**src/rtl/expr_sequencer.sv**
```systemverilog
// expr_sequencer: Moore sequencer that steps the operand mux select through a..d
// and accumulates mux_out to evaluate ((a + b) * c) - d with a sticky overflow flag.
module expr_sequencer #(
    parameter int WIDTH = 16
) (
    input  logic             clk,
    input  logic             reset,
    input  logic             start,
    input  logic [WIDTH-1:0] mux_out,
    output logic [1:0]       select,
    output logic             busy,
    output logic             done,
    output logic [WIDTH-1:0] result,
    output logic             overflow
);
    typedef enum logic [2:0] {IDLE, LD_A, ADD_B, MUL_C, SUB_D, DONE} state_t;
    state_t state;
    logic [WIDTH-1:0] acc;
    logic [WIDTH:0] sum, dif;
    logic [2*WIDTH-1:0] acc_x, mux_x, prod;
    logic sum_ovf, dif_ovf, prod_ovf;
    // One guard bit detects add/sub overflow; the product is checked by sign-extension of its top half
    assign sum = {acc[WIDTH-1], acc} + {mux_out[WIDTH-1], mux_out};
    assign dif = {acc[WIDTH-1], acc} - {mux_out[WIDTH-1], mux_out};
    assign acc_x = {{WIDTH{acc[WIDTH-1]}}, acc};
    assign mux_x = {{WIDTH{mux_out[WIDTH-1]}}, mux_out};
    assign prod = acc_x * mux_x;
    assign sum_ovf = sum[WIDTH] ^ sum[WIDTH-1];
    assign dif_ovf = dif[WIDTH] ^ dif[WIDTH-1];
    assign prod_ovf = !((&prod[2*WIDTH-1:WIDTH-1]) | ~(|prod[2*WIDTH-1:WIDTH-1]));
    // Outputs are registered with the values belonging to the state being entered
    always_ff @(posedge clk) begin
        if (reset) begin
            state <= IDLE;
            acc <= '0;
            result <= '0;
            overflow <= 1'b0;
            select <= 2'b00;
            busy <= 1'b0;
            done <= 1'b0;
        end else begin
            case (state)
                IDLE: if (start) begin
                    state <= LD_A;
                    overflow <= 1'b0;
                    select <= 2'b00;
                    busy <= 1'b1;
                end
                LD_A: begin
                    acc <= mux_out;
                    state <= ADD_B;
                    select <= 2'b01;
                end
                ADD_B: begin
                    acc <= sum[WIDTH-1:0];
                    overflow <= overflow | sum_ovf;
                    state <= MUL_C;
                    select <= 2'b10;
                end
                MUL_C: begin
                    acc <= prod[WIDTH-1:0];
                    overflow <= overflow | prod_ovf;
                    state <= SUB_D;
                    select <= 2'b11;
                end
                SUB_D: begin
                    acc <= dif[WIDTH-1:0];
                    result <= dif[WIDTH-1:0];
                    overflow <= overflow | dif_ovf;
                    state <= DONE;
                    select <= 2'b00;
                    busy <= 1'b0;
                    done <= 1'b1;
                end
                DONE: begin
                    state <= IDLE;
                    done <= 1'b0;
                end
                default: begin
                    state <= IDLE;
                    select <= 2'b00;
                    busy <= 1'b0;
                    done <= 1'b0;
                end
            endcase
        end
    end
endmodule
```
**config.mk**
```make
export PLATFORM = sky130hd
export DESIGN_NAME = expr_sequencer
export DESIGN_NICKNAME = d
export VERILOG_FILES = /design/src/rtl/expr_sequencer.sv
export SDC_FILE = /design/constraint.sdc
export NUM_CORES = 1
export LEC_CHECK = 0
export ABC_AREA = 0
export BUFFER_PORTS_ARGS = -buffer_cell sky130_fd_sc_hd__clkbuf_2
export CAP_MARGIN = 20
export CORE_MARGIN = 4
export CORE_UTILIZATION = 45
export CTS_BUF_LIST = sky130_fd_sc_hd__clkbuf_8 sky130_fd_sc_hd__clkbuf_16
export DETAILED_ROUTE_END_ITERATION = 16
export HOLD_SLACK_MARGIN = 0.02
export MAX_ROUTING_LAYER = met4
export PLACE_DENSITY_LB_ADDON = 0.25
export SLEW_MARGIN = 20
export SYNTH_ARGS = -nofsm -noshare
export SYNTH_HDL_FRONTEND = slang
export SYNTH_SLANG_ARGS = --single-unit
```
**constraint.sdc**
```tcl
create_clock -name clk -period 8 [get_ports clk]
set_input_delay 2 -clock clk [delete_from_list [all_inputs] [get_ports clk]]
set_output_delay 2 -clock clk [all_outputs]
set_load 0.02 [all_outputs]
```
==> summary.md <==
| Metric | Value |
|---|---|
| Syn-to-layout area delta | 15.06% |
| Post-route ant nets | 0 |
| Asr flop ratio synth | 0 |
| DRC violations left | 0 |
| Layout cells sized above 1 | 0.1589 |
| CTS tree | built |
| CP Data Required Time | about 8000 ps |
| Worst hold path startpoint | result[12] |
| Worst-path fanout max | 11 |
| Critical path data arrival time | 7990 ps |
| Clock Latency Late Sink | approximately 300 ps |
| Initial antenna violation count | 0 |
| Critical R2R Capture | overflow |
| Placer congestion estimate | approximately 0.97 |
| Final Hold Fails | 0 |
| Vias per cell | approximately 5.5 |
| Final Cycle Share | 0.9803 |
| Synthesis Warnings | 0 |
| Clk_skew | 13.68 ps |
| Register bit total from synthesis | 40 |
| Final max-slew violation count | 0 |
| Fmax | 127.5 MHz |
| Most common library cell in the layout ignoring fill and taps | inv_1 |
| Post-synthesis sequential area ratio | 0.05945 |
| Slew @ Worst Pin | ~1000 ps |
| CP startpoint kind | input port |
| Synthesized area | around 13,000 um^2 |
| # hold bufs at CTS | 0 |
| Crit. End Element | register |
| Die W | around 180 um |
| Hold WS | approximately 450 ps |
| Multi-input gate area | about 12,000 um^2 |
| Ranking of synthesized cells by area | fa_1 (39%), ha_1 (11%), inv_1 (8.0%) |
| Pre-Repair DR Iteration Count | 5 |
| Largest area contributor in the synthesized netlist | fa_1 |
| Grt ovf | 0 |
| Worst-case reg-to-reg path depth | 23 |
| Worst-path cell chain | clkbuf_4, buf_4, ha_1, inv_1, fa_1, fa_1, fa_1, fa_1, fa_1, fa_1, inv_1, ha_1, nor3_2, and3b_1, and2_4, buf_4, o21ai_1, a211oi_2, nand4_1, nor4_2, buf_4, nand4_1, o41ai_2, o21ai_1 |
| Bufs and invs on worst path | 6 |
| Syn Nets | 1,966 |
| Yosys top cell area share | 0.3923 |
| Rows | 63 |
| Hold Path Stages | 2 |
| Vias | between 10,000 and 15,000 |
| CTS HTree Levels | 2 |
| Post-Syn Area per Cell | 8.591 um^2 |
| First-pass GRT wire length | between 60,000 and 70,000 um |
| WL/cell | 18.23 um |
| Io pins | 40 |
| Status | completed |
| WL final | 38,320 um |
| Nets | about 2,100 |
| Clock buffer count from CTS | 5 |
| Core area | 29,560 um^2 |
| Relative slew slack | 0.3312 |
| DR iter-0 viols | approximately 870 |
| Largest net degree at the start of global routing | just over 40 |
| Clock sink total | 40 |
| Fillers | roughly 2,800 |
| Die area | 32,770 um^2 |
| Slowest-stage cell, CP | fa_1 |
| Sequential cell area | between 800 and 900 um^2 |
| R2r setup slk | roughly 1100 ps |
| # port buffers | 39 |
| Worst hold endpoint | result[12] |
| Placed wire-length estimate | between 30,000 and 40,000 um |
| Most frequent cells in the layout | inv_1 (285), fa_1 (261), nand2_1 (191), buf_4 (167), ha_1 (112) |
| Cells after Synth | around 1,600 |
| Clk buf depth | 2 |
| Main synth FF type | dfxtp_1 |
| Critical Path Max Stage Delay | about 600 ps |
| Worst hold path type | register to register |
| Number of diodes | 0 |
| CTS Root Cell | clkbuf_16 |
| Starting Density | 0.4557 |
| R2r startpoint | acc[10] |
| Final setup violation count | 0 |
| Most numerous cell on the critical path | fa_1 |
| Post-synth EDFFs | 0 |
| CP delay by family, top | adder cells |
| Tmin final | a little under 8000 ps |
| Die height | approximately 180 um |
| Yosys cell types | 83 |
| Critical path type | input port to register |
| Max-cap viol count | 0 |
| GR Util All Layers | 0.2438 |
| Number of global-route vias before repair | ~12,000 |
| Clock Pin Slew Worst Setup and Hold Paths | 80 ps |
[synth_stat cells (all sizes together) (12+ instances only)]
| cell type | instances |
|---|---|
| a211oi | 19 |
| a21o | 13 |
| a21oi | 70 |
| and2 | 95 |
| clkbuf | 62 |
| dfxtp | 40 |
| fa | 264 |
| ha | 115 |
| inv | 287 |
| nand2 | 192 |
| nand2b | 24 |
| nor2 | 81 |
| nor3 | 20 |
| o211ai | 12 |
| o21ai | 56 |
| xnor2 | 28 |
| xor2 | 14 |
[flip-flops by register name, indices dropped and copies added (netlist names)]
| name | cells |
|---|---|
| acc | 16 |
| state | 3 |
| busy | 1 |
| overflow | 1 |
| select | 2 |
| done | 1 |
| result | 16 |
[cell families after synthesis]
logic type      count (synthesis)  share of synthesized area
fa+ha+maj                     379                     0.4992
flops                          40                    0.05945
xor+xnor                       42                    0.02731
buf+inv                       356                    0.09994
mux                             4                   0.003065
simple gates                  474                     0.1700
compound gates                273                     0.1411
[worst max path at each step]
stage | from | to | slack (ps) | depth (start not counted)
6_report | mux_out[9] | overflow | 160 | 24
3_3_place_gp | mux_out[3] | overflow | -300 | 24
4_1_cts | mux_out[1] | overflow | 10 | 23
3_5_place_dp | mux_out[3] | overflow | -410 | 24
5_1_grt | mux_out[9] | overflow | -50 | 24
2_1_floorplan | mux_out[4] | overflow | 180 | 20
[final cells by class]
cell class              count  area share
flip-flops and latches     40     0.05167
inverters                 287     0.06951
repair buffers            205     0.09462
clock buffers               6    0.008961
well taps                 390     0.03148
clock inverters             2   0.0009688
multi-input cells        1172      0.7428
[worst min-delay path, cell delays in order (launching register included)]
cell     delay, ps
dfxtp_1        310
nand2_1         50
a21oi_1         50
[per-stage QoR]
| stage | setup WS [ps] | utilization | std cells | cell area [um^2] | TNS [ps] |
|---|---|---|---|---|---|
| after floorplan | 184.7 | - | 1568 | 13470 | 0 |
| after detailed placement | -409.4 | 0.5115 | 2092 | 15120 | -470.5 |
| after global routing | -52.57 | 0.5243 | 2102 | 15500 | -52.57 |
| after CTS | 13.35 | 0.5176 | 2100 | 15300 | 0 |
| after global placement | -304.8 | 0.5115 | 2092 | 15120 | -304.8 |
| final | 157.8 | 0.5243 | 2102 | 15500 | 0 |
[metal layers]
layer	wire [um]	global-route usage	share of wire	vias up
met4	794	0.04323	0.021	0
met3	2940	0.04087	0.077	40
met5	0	-	0	-
met2	17690	0.3743	0.46	392
met1	16890	0.3479	0.44	5757
li1	-	-	-	5302
[what timing repair did]
item / 4_1_cts / 5_1_grt
setup buffers: 0 / 2
cloned: 0 / 0
pin swaps: 0 / 27
endpoints found under the setup margin: 1 / 3
resized for setup: 5 / 60
Power is not shown: default switching activity piles up to over one toggle a cycle in this logic, so the estimate is an artifact.
